<file path="config.mk">
export PLATFORM = sky130hd
export DESIGN_NAME = pipe_stage_reg
export DESIGN_NICKNAME = d
export VERILOG_FILES = /design/src/rtl/pipe_stage_reg_pkg.sv /design/src/rtl/sat_counter.sv /design/src/rtl/pipe_stage_reg.sv
export SDC_FILE = /design/constraint.sdc
export NUM_CORES = 1
export LEC_CHECK = 0
export CORE_MARGIN = 8
export CORE_UTILIZATION = 36
export DETAILED_ROUTE_END_ITERATION = 10
export GPL_TIMING_DRIVEN = 0
export MAX_ROUTING_LAYER = met4
export SETUP_SLACK_MARGIN = 0.3
export SYNTH_ARGS = -nofsm -noshare
export SYNTH_HDL_FRONTEND = slang
export SYNTH_HIERARCHICAL = 1
export SYNTH_SLANG_ARGS = --single-unit
</file>
<file path="constraint.sdc">
create_clock -name clk -period 5 [get_ports clk]
set_clock_uncertainty 0.15 [all_clocks]
set_input_delay 1 -clock clk [delete_from_list [all_inputs] [get_ports clk]]
set_output_delay 1 -clock clk [all_outputs]
set_load 0.005 [all_outputs]
</file>
<file path="src/rtl/pipe_stage_reg_pkg.sv">
// Shared pipeline package: stage payload structs, handshake register state and flush control.
// Imported by every inter-stage register and by the hazard unit.
package pipe_stage_reg_pkg;

    localparam int unsigned XLen      = 32;
    localparam int unsigned RegAddrW  = 5;
    localparam int unsigned NumStages = 4;

    typedef enum logic [1:0] {
        PS_EMPTY,
        PS_ONE,
        PS_TWO
    } pipe_state_t;

    typedef enum logic [2:0] {
        ERR_NONE,
        ERR_BRANCH_MISPREDICT,
        ERR_EXCEPTION,
        ERR_INTERRUPT,
        ERR_FENCE
    } error_t;

    // Per-stage flush request driven by the hazard unit.
    typedef struct packed {
        logic   flush;
        error_t cause;
    } pipe_flush_t;

    typedef struct packed {
        logic [XLen-1:0] pc;
        logic [XLen-1:0] instr;
    } fetch_data_t;

    typedef struct packed {
        logic [XLen-1:0]     pc;
        logic [XLen-1:0]     rs1_val;
        logic [XLen-1:0]     rs2_val;
        logic [XLen-1:0]     imm;
        logic [RegAddrW-1:0] rd;
        logic [3:0]          alu_op;
        logic                reg_we;
        logic                mem_re;
        logic                mem_we;
    } decode_data_t;

    typedef struct packed {
        logic [XLen-1:0]     result;
        logic [XLen-1:0]     store_val;
        logic [RegAddrW-1:0] rd;
        logic                reg_we;
        logic                mem_re;
        logic                mem_we;
    } execute_data_t;

    typedef struct packed {
        logic [XLen-1:0]     result;
        logic [RegAddrW-1:0] rd;
        logic                reg_we;
    } memory_data_t;

    function automatic logic [1:0] state_occupancy(pipe_state_t s);
        logic [1:0] occ;
        occ = 2'd0;
        unique case (s)
            PS_EMPTY: occ = 2'd0;
            PS_ONE:   occ = 2'd1;
            PS_TWO:   occ = 2'd2;
            default:  occ = 2'd0;
        endcase
        return occ;
    endfunction

endpackage

</file>
<file path="src/rtl/sat_counter.sv">
// Saturating up-counter with asynchronous active-high reset.
// Reusable for stall and other performance counters.
module sat_counter #(
    parameter int unsigned CNTW = 32
) (
    input  logic            clk,
    input  logic            reset,
    input  logic            inc,
    output logic [CNTW-1:0] count
);

    logic [CNTW-1:0] count_q;
    logic [CNTW-1:0] count_d;

    always_comb begin
        count_d = count_q;
        if (inc && (count_q != {CNTW{1'b1}})) begin
            count_d = count_q + CNTW'(1);
        end
    end

    always_ff @(posedge clk or posedge reset) begin
        if (reset) begin
            count_q <= '0;
        end else begin
            count_q <= count_d;
        end
    end

    assign count = count_q;

endmodule

</file>
<file path="src/rtl/pipe_stage_reg.sv">
// Inter-stage pipeline register with valid/ready handshake, optional skid entry,
// synchronous flush and a saturating back-pressure counter.
module pipe_stage_reg
    import pipe_stage_reg_pkg::*;
#(
    parameter int unsigned W    = 64,
    parameter int unsigned SKID = 1,
    parameter int unsigned CNTW = 32
) (
    input  logic            clk,
    input  logic            reset,
    input  logic            in_valid,
    output logic            in_ready,
    input  logic [W-1:0]    in_data,
    output logic            out_valid,
    input  logic            out_ready,
    output logic [W-1:0]    out_data,
    input  logic            flush,
    output logic [1:0]      occupancy,
    output logic [CNTW-1:0] stall_cnt
);

    logic in_fire;
    logic out_fire;
    logic stall_inc;

    assign in_fire   = in_valid && in_ready;
    assign out_fire  = out_valid && out_ready;
    assign stall_inc = out_valid && !out_ready && !flush;

    generate
        if (SKID != 0) begin : g_skid
            pipe_state_t state_q, state_d;
            logic [W-1:0] main_q, main_d;
            logic [W-1:0] skid_q, skid_d;

            always_comb begin
                state_d = state_q;
                main_d  = main_q;
                skid_d  = skid_q;
                if (flush) begin
                    // Payloads keep their value; only the occupancy is discarded.
                    state_d = PS_EMPTY;
                end else begin
                    unique case (state_q)
                        PS_EMPTY: begin
                            if (in_fire) begin
                                main_d  = in_data;
                                state_d = PS_ONE;
                            end
                        end
                        PS_ONE: begin
                            if (in_fire && out_fire) begin
                                main_d = in_data;
                            end else if (in_fire) begin
                                skid_d  = in_data;
                                state_d = PS_TWO;
                            end else if (out_fire) begin
                                state_d = PS_EMPTY;
                            end
                        end
                        PS_TWO: begin
                            if (out_fire) begin
                                main_d  = skid_q;
                                state_d = PS_ONE;
                            end
                        end
                        default: state_d = PS_EMPTY;
                    endcase
                end
            end

            always_ff @(posedge clk or posedge reset) begin
                if (reset) begin
                    state_q <= PS_EMPTY;
                    main_q  <= '0;
                    skid_q  <= '0;
                end else begin
                    state_q <= state_d;
                    main_q  <= main_d;
                    skid_q  <= skid_d;
                end
            end

            assign in_ready  = (state_q != PS_TWO);
            assign out_valid = (state_q != PS_EMPTY);
            assign out_data  = main_q;
            assign occupancy = state_occupancy(state_q);
        end else begin : g_single
            logic         valid_q, valid_d;
            logic [W-1:0] main_q, main_d;

            always_comb begin
                valid_d = valid_q;
                main_d  = main_q;
                if (flush) begin
                    valid_d = 1'b0;
                end else if (in_fire) begin
                    main_d  = in_data;
                    valid_d = 1'b1;
                end else if (out_fire) begin
                    valid_d = 1'b0;
                end
            end

            always_ff @(posedge clk or posedge reset) begin
                if (reset) begin
                    valid_q <= 1'b0;
                    main_q  <= '0;
                end else begin
                    valid_q <= valid_d;
                    main_q  <= main_d;
                end
            end

            // Sole combinational path through the block: out_ready -> in_ready.
            assign in_ready  = !valid_q || out_ready;
            assign out_valid = valid_q;
            assign out_data  = main_q;
            assign occupancy = {1'b0, valid_q};
        end
    endgenerate

    sat_counter #(
        .CNTW(CNTW)
    ) u_stall_cnt (
        .clk  (clk),
        .reset(reset),
        .inc  (stall_inc),
        .count(stall_cnt)
    );

endmodule

</file>
==> impl_metrics.yaml <==
place:
  place_congestion: 0.838
  portBuffers: 168
  dp_hpwl_mm: 12.8
  dpl_worst_slack_ns: 1.19
yosys:
  synth_edf_count: 0
  yosysMostFrequentCell: "mux2_2"
  synth-seq-cells: 162
  synth.largest_area_cell: "dfrtp_1"
  synth_commonest_cells: "mux2_2 (193), dfrtp_1 (162), xnor2_1 (26), nand3_1 (23), buf_2 (11)"
  yosysSeqAreaShare_pct: 56.1
  synth_cells: 500
  ys_types: 38
  ys_top_cells_by_area: "dfrtp_1 (56%), mux2_2 (30%), xnor2_1 (3.2%)"
  avgSynthCellArea_um2: 14.4
  yosysWarnings: 6
  ys_async_sr_fraction_pct: 100
  syn_area_um2: 7220
  synthFlopType: "dfrtp_1"
  syn_nets: 570
  synth_top_area_share_pct: 56.1
cts:
  post_cts_buffers: 0
  clkSinkCount: 162
  cts_tree: "built"
  cts_buffers: 17
  root_buffer: "clkbuf_16"
  cts_resized: 0
  worstSkewPairLatency_ns: 0.42
  cts.clk_slew.worst_paths_ns: 0.06
  clock_path_buffers: 2
  cts_hold_buf: 0
  htree_levels: 4
global_route:
  grt_max_degree: 75
  grt_pass1_vias: 5203
  gr-total-overflow: 0
  grt_first_pass_wirelength_mm: 28.1
  track_usage_pct: 14.9
  antenna_found_initial: 2
run:
  cap_violations: 0
routing:
  drc: 0
  dr.pass1.iters: 4
  drtIter0Drc: 105
  m1WireLength_mm: 7.76
  via_per_inst: 4.87
  ant_nets: 0
  routedWlPerCell_um: 17.8
  vias: 4743
  drt-total-wl_mm: 17.3
  dr.max_layer_used: "met4"
  wl_met3_mm: 1.33
  met2_wirelength_mm: 8.08
power:
  power_mw: 3.74
  peakVddDrop_v: 0.000231
  p_per_area_nw_per_um2: 379
  power.leakage_nw: 4.10
sta:
  slew_violations: 0
  period_share_pct: 69.0
  worst_pin_slew_ns: 0.702
  max_freq_mhz: 290
  setup_viol: 0
  finalHoldViolations: 0
  timing.final.ws_setup_ns: 1.55
  rsz0062_at_grt: "no"
  fin_setup_tns_ns: 0
  slew_headroom_pct: 53.0
  min_period_ns: 3.45
hold_path:
  hold_path.class: "reg -> reg"
critical_path:
  required_ns: 3.85
  worst-setup-path-type: "reg -> out"
  critPathLaunch: "g_skid.state_q[0]"
  worst_ep_arrival_time_ns: 2.30
  r2r-start: "g_skid.state_q[0]"
  reg2reg_setup_slack_ns: 2.29
  cpMostUsedCell: "buf_2"
  endpoint: "occupancy[1]"
  cp_max_fo: 10
  max_stage_delay_ns: 0.56
  cp-start-kind: "flip-flop"
  end_kind: "primary output"
  r2r_end: "u_stall_cnt/count[31]"
  cp_slowest_cell: "clkdlybuf4s50_1"
  rr_worst_depth: 9
  crit_chain: "buf_2 > nand2b_1 > buf_4 > inv_1 > buf_2 > clkdlybuf4s50_1"
run_status:
  outcome: "finished, final reports clean"
cells_and_area:
  area_delta_synth_final_pct: 36.6
  fill_cells: 1779
  final_nets: 759
  final_util_pct: 49.4
  layout-drive-gt1-share_pct: 36.6
floorplanning:
  die_h_um: 158
  dieArea_um2: 24900
  initial_core_util_pct: 36.2
  ioPinCount: 169
  die_x_um: 158
  num_rows: 52
  core_um2: 20000
## cell usage in the layout (no fill, tap or decap), types with 2 or more instances in the layout
| cell | synthesis | final |
|---|---|---|
| nor2_1 | 6 | 6 |
| mux2_2 | 193 | 193 |
| nor3_1 | 2 | 2 |
| inv_6 | 0 | 4 |
| nand4_1 | 10 | 10 |
| nor2b_1 | 2 | 2 |
| a41oi_1 | 2 | 2 |
| clkbuf_16 | 0 | 17 |
| clkinv_4 | 0 | 4 |
| diode_2 | 0 | 2 |
| buf_4 | 7 | 7 |
| xnor2_1 | 26 | 26 |
| mux2i_1 | 2 | 2 |
| clkbuf_1 | 4 | 5 |
| inv_1 | 5 | 3 |
| dfrtp_1 | 162 | 162 |
| clkinvlp_4 | 0 | 2 |
| clkdlybuf4s50_1 | 0 | 168 |
| buf_16 | 0 | 2 |
| clkinv_2 | 0 | 3 |
| nand2_1 | 8 | 8 |
| buf_2 | 11 | 11 |
| a31oi_1 | 2 | 2 |
| a21oi_1 | 4 | 4 |
| xor2_1 | 2 | 2 |
| and3_1 | 10 | 10 |
| nand3_1 | 23 | 23 |
## cell families (layout without fill, tap and decap cells)
kind of cell               count (synthesis)  after routing  synth area share, %
adders and majority gates                  1              1                0.173
DFF                                      162            162                 56.1
muxes                                    195            195                 30.4
and+or+nand+nor                           74             74                 6.05
xor gates and xnor gates                  28             28                 3.40
buffers and inverters                     28            230                 2.03
AOI/OAI and AO/OA                         12             12                 1.87
other                                      0              2                    0
## cell type report
cell class                      instances  area (um2)  share of cell area, %
Sequential cell                       162        4050                   41.1
Multi-Input combinational cell        310        3020                   30.6
Timing Repair Buffer                  170        1740                   17.6
Clock buffer                           18         429                   4.35
Tap cell                              270         338                   3.42
Clock inverter                         14         133                   1.34
Buffer                                 23         128                   1.29
Inverter                                5        23.8                  0.241
Antenna cell                            2        5.00                 0.0507
## metrics by stage
step / std cells / area (um2) / hold WS, ns
floorplan: 500 / 7220 / 0.324
global placement: 938 / 9240 / 0.331
detailed placement: 939 / 9280 / 0.341
CTS: 971 / 9840 / 0.356
global route: 974 / 9870 / 0.366
finish: 974 / 9870 / 0.352
## routing by layer
metal / vias to the layer above / GRT usage (%)
li1: 2185 / -
met1: 2427 / 18.2
met2: 121 / 23.0
met3: 10 / 5.41
met4: 0 / 4.22
met5: - / -
## registers in the layout, summed over array words and instances, names as in the netlist
register	cells
g_skid.skid_q	64
g_skid.state_q	2
out_data	64
u_stall_cnt/count	32
## worst min-delay path by stage
stage / slack, ns / to / cells past startpoint / from
finish: 0.35 / u_stall_cnt/count[10] / 1 / u_stall_cnt/count[10]
global route: 0.37 / g_skid.skid_q[25] / 1 / g_skid.skid_q[25]
global placement: 0.33 / g_skid.skid_q[22] / 1 / g_skid.skid_q[22]
floorplan: 0.32 / g_skid.skid_q[0] / 1 / g_skid.skid_q[0]
CTS: 0.36 / g_skid.skid_q[8] / 1 / g_skid.skid_q[8]
detailed placement: 0.34 / g_skid.skid_q[8] / 1 / g_skid.skid_q[8]
## report_power, final
group          internal, mW  leakage (nW)  switching, mW
Clock                 0.694         0.273          0.549
Combinational         0.517          1.83          0.240
Sequential             1.58          2.00          0.160
## worst max-delay path, delay by kind of cell (launching register included)
family / cells / cell delay [ns]
buffers and inverters: 5 / 1.39
DFF: 1 / 0.35
and+or+nand+nor: 1 / 0.15
Note: power is estimated with default switching activity, not from simulation.
==> RTL change 1 (config.mk and constraints unchanged) <==
Change the parameter `W` from 64 to 32.
--- a/src/rtl/pipe_stage_reg.sv
+++ b/src/rtl/pipe_stage_reg.sv
@@ -4,5 +4,5 @@
     import pipe_stage_reg_pkg::*;
 #(
-    parameter int unsigned W    = 64,
+    parameter int unsigned W    = 32,
     parameter int unsigned SKID = 1,
     parameter int unsigned CNTW = 32
Ports: changed (resized in_data and out_data); port bits go from 169 to 105. No check against the original RTL was run, so the function may have changed too.
==> RTL change 1 against the original RTL <==
Final area fell by 38%; worst setup slack gained 0.0026 ns; first-iteration DRC count increased by 100%; critical path depth rose by 2; wire length fell by 36%; synthesized cell count shrank 21%; maximum frequency about the same; total power is 43% lower; sequential cell count decreased by 64; die area decreased by 33%; cell count is 29% lower; hold slack got worse by 0.014 ns; area after synthesis decreased by 37%; critical path type is now input port to register; critical endpoint is now u_stall_cnt/count[31]; largest power group unchanged.
==> RTL change 1: results (changes against the original RTL) <==
metric;value;unit;change
grt_max_degree;67;;was 75
routedWlPerCell;16.2;um;was 17.8 um
drive_gt1_share;16.7;%;was 36.6%
nFillCells;1172;;was 1779
p_leak;2.69;nW;was 4.10 nW
routabilityCongestion;0.730;;was 0.838
fin_nets;548;;was 759
synth_cell_types;43;;was 38
numPortBuffers;104;;was 168
grt_pass1_wl;18.2;mm;was 28.1 mm
dp_hpwl;8.00;mm;was 12.8 mm
synthTopCellsByCount;nand2_1, dfrtp_1, mux2_2, xnor2_1, nand3_1;;was mux2_2, dfrtp_1, xnor2_1, nand3_1, buf_2
dpl_cell_area;5820;um^2;was 9280 um^2
vdd_drop_max;0.000178;V;was 0.000231 V
cts_buffers;9;;was 17
ys_seq_area_share;53.8;%;was 56.1%
yosys_warnings;6;;unchanged
drtIter0Drc;212;;was 105
p_int;1.60;mW;was 2.79 mW
insertedDiodeCount;0;;was 2
vias;3308;;was 4743
ys.flop_type;dfrtp_1;;unchanged
syn-num-nets;432;;was 570
clk_latency;0.34;ns;was 0.42 ns
status;completed;;unchanged
htreeDepth;3;;was 4
grt_antenna_before_repair;0;;was 2
ys_top_cells_by_area;dfrtp_1, nand2_1, mux2_2;;was dfrtp_1, mux2_2, xnor2_1
dpl_worst_slack;1.19;ns;about the same
RTL change 1: cells by family (layout without fill, tap and decap cells):
| family | count (synthesis) | in the layout | share of synthesized area, % |
|---|---|---|---|
| AOI/OAI and AO/OA | 11 | 11 | 2.63 |
| xor gates and xnor gates | 29 | 29 | 5.57 |
| adders and majority gates | 1 | 1 | 0.274 |
| buffers and inverters | 21 | 142 | 2.41 |
| DFF | 98 | 98 | 53.8 |
| muxes | 66 | 66 | 17.9 |
| and+or+nand+nor | 168 | 168 | 17.4 |
RTL change 1: final timing paths:
kind                                    from                    end  slack (ns)  depth (start not counted)
setup / recovery                       flush  u_stall_cnt/count[31]        1.55                          8
hold / removal                   out_data[3]            out_data[3]        0.34                          1
setup reg to reg           g_skid.state_q[1]  u_stall_cnt/count[31]        2.24                          8
hold reg to reg                  out_data[3]            out_data[3]        0.34                          1
max in group asynchronous              reset           out_data[17]        3.05                          2
min in group asynchronous              reset   u_stall_cnt/count[3]        0.86                          2
RTL change 1: worst max-delay path, cell delays in order:
cell and delay (ns):
clkdlybuf4s50_1 0.54, nor3b_1 0.29, clkbuf_2 0.23, nand3_1 0.12, or4_4 0.44, a311oi_4 0.55, nand4_1 0.19, xnor2_1 0.16
RTL change 1: power groups by stage:
stage                     registers [mW]  clock network [mW]  logic (mW)
after floorplan                     1.03                   0       0.204
after global placement              1.03                   0       0.419
after detailed placement            1.04                   0       0.429
after CTS                           1.03               0.696       0.431
after global routing                1.05               0.729       0.465
final                               1.03               0.675       0.423
RTL change 1: layer usage:
layer | part of all wire, % | GRT usage, % | routed length [um]
met1 | 47 | 18.1 | 5200
met2 | 46 | 22.0 | 5120
met3 | 6.5 | 4.84 | 723
met4 | 0.61 | 3.39 | 68
met5 | 0 | - | 0
RTL change 1: area by class of cell:
cell class              count  area (um^2)  share of cell area, %
clock buffers              13          270                   4.41
plain buffers              16         91.3                   1.49
flip-flops and latches     98         2450                   40.0
clock inverters             3         22.5                  0.367
inverters                   5         21.3                  0.347
multi-input cells         275         2000                   32.6
repair buffers            105         1060                   17.3
well taps                 172          215                   3.51
RTL change 1: per-stage QoR:
stage	total power, mW	cells	hold WS (ns)	utilization [%]
4_1_cts	2.16	686	0.341	48.8
3_5_place_dp	1.47	670	0.325	46.5
2_1_floorplan	1.23	394	0.308	-
3_3_place_gp	1.45	670	0.318	46.5
5_1_grt	2.24	687	0.355	49.0
6_report	2.13	687	0.337	49.0
==> RTL change 2 (same flow settings) <==
Made on the original files. Register the output `stall_cnt`, without a reset; this adds one clock of latency there. The other outputs are not delayed to match.
--- a/src/rtl/pipe_stage_reg.sv
+++ b/src/rtl/pipe_stage_reg.sv
@@ -20,4 +20,6 @@
     output logic [CNTW-1:0] stall_cnt
 );
+
+    logic [CNTW-1:0] stall_cnt_d;
 
     logic in_fire;
@@ -128,6 +130,10 @@
         .reset(reset),
         .inc  (stall_inc),
-        .count(stall_cnt)
+        .count(stall_cnt_d)
     );
+
+    always_ff @(posedge clk) begin
+        stall_cnt <= stall_cnt_d;
+    end
 
 endmodule
Formal check against the unedited RTL: not equivalent (Yosys sat finds a counterexample within 4 cycles, from zero or initial values and one cycle with reset high).
==> RTL change 2 against the original RTL <==
Worst setup slack worse by 0.020 ns; wire length up 6.4%; utilization down 0.67 points; final area up 6.8%; area after synthesis up 9.0%; die area up 8.1%; sequential cell count up 32; non-clock buffer count unchanged; total power up 9.2%; synthesized cell count up 5.8%; maximum frequency down 0.58%; highest routed layer unchanged.
==> RTL change 2: results (changes against the original RTL) <==
metric;value;unit;change
use_met1;17.9;%;was 18.2%
num-clock-buffers;17;;was 18
ys_seq_area_share;59.6;%;was 56.1%
vdd_drop_max;0.000227;V;was 0.000231 V
finalPower;4.09;mW;was 3.74 mW
p_leak;4.37;nW;was 4.10 nW
grt_use_met3;3.81;%;was 5.41%
wirelength;18.4;mm;was 17.3 mm
wl_met1;8.37;mm;was 7.76 mm
syn-num-nets;599;;was 570
rows;54;;was 52
insertedDiodeCount;0;;was 2
synthTopCellsByCount;mux2_2, dfrtp_1, dfxtp_1, xnor2_1, nand3_1;;was mux2_2, dfrtp_1, xnor2_1, nand3_1, buf_2
seq-cell-share;44.5;%;was 41.1%
reg2reg_slack;2.12;ns;was 2.29 ns
drtIter0Drc;166;;was 105
buf_share;17.8;%;was 18.9%
crit_arrival;3.64;ns;was 2.30 ns
synth-compound-area-share;1.64;%;was 1.87%
clkTransAtPathRegs;0.08;ns;was 0.06 ns
hold_start;u_stall_cnt/count[18];;was u_stall_cnt/count[10]
dr.pass1.iters;4;;unchanged
rr_worst_depth;8;;was 9
seqPwrFrac;49.2;%;was 46.6%
wl_met3;1.00;mm;was 1.33 mm
grt_antenna_before_repair;0;;was 2
p_clk;1.34;mW;was 1.24 mW
synth_xor_area_share;3.23;%;was 3.40%
routabilityCongestion;0.751;;was 0.838
fin_nets;788;;was 759
synth_seq_cells;194;;was 162
whs_path_depth;0;;was 1
status;completed;;unchanged
synthMuxAreaShare;27.7;%;was 30.4%
multiInputGateArea;3010;um^2;was 3020 um^2
yosys.area_share.adder;0.159;%;was 0.173%
nFillCells;1882;;was 1779
grt_pass1_wl;29.7;mm;was 28.1 mm
r2r-start;g_skid.state_q[1];;was g_skid.state_q[0]
cp_slowest_cell;a311oi_4;;was clkdlybuf4s50_1
num-multi-input-gates;307;;was 310
path_delay_family;simple AND/OR/NAND/NOR gates;;was buffers and inverters
hold_end;stall_cnt[18];;was u_stall_cnt/count[10]
syn2layout_area_growth;33.8;%;was 36.6%
clk_share;5.51;%;was 5.69%
swShare;26.0;%;was 25.4%
ys_async_sr_fraction;83.5;%;was 100%
grt_usage;14.4;%;was 14.9%
dpl_cell_area;9940;um^2;was 9280 um^2
synth_cell_types;41;;was 38
ys_top_cells_by_area;dfrtp_1, mux2_2, dfxtp_1;;was dfrtp_1, mux2_2, xnor2_1
vias;4951;;was 4743
grt_pass1_vias;5467;;was 5203
grt_max_degree;71;;was 75
tightest_slew;0.687;ns;was 0.702 ns
met2_length;8.94;mm;was 8.08 mm
RTL change 2: changes by cell type after synthesis, sizes merged, moves of 2 or more:
cell	change
dfxtp	+32
buf	+2
clkbuf	-2
nor3b	+2
RTL change 2: worst max path at each step:
stage	start	endpoint	slack (ns)
floorplan	reset	g_skid.skid_q[0]	0.38
global placement	reset	out_data[41]	-1.45
detailed placement	flush	u_stall_cnt/count[31]	1.10
CTS	flush	u_stall_cnt/count[31]	1.57
global route	flush	u_stall_cnt/count[31]	1.35
finish	flush	u_stall_cnt/count[31]	1.53
RTL change 2: per-stage QoR:
step	TNS (ns)	cells	hold slack (ns)	setup slack [ns]
6_report	0	1011	0.276	1.53
5_1_grt	0	1011	0.314	1.35
4_1_cts	0	1010	0.280	1.57
3_5_place_dp	0	978	0.257	1.10
3_3_place_gp	-185.90	977	0.253	-1.45
2_1_floorplan	0	529	0.230	0.381
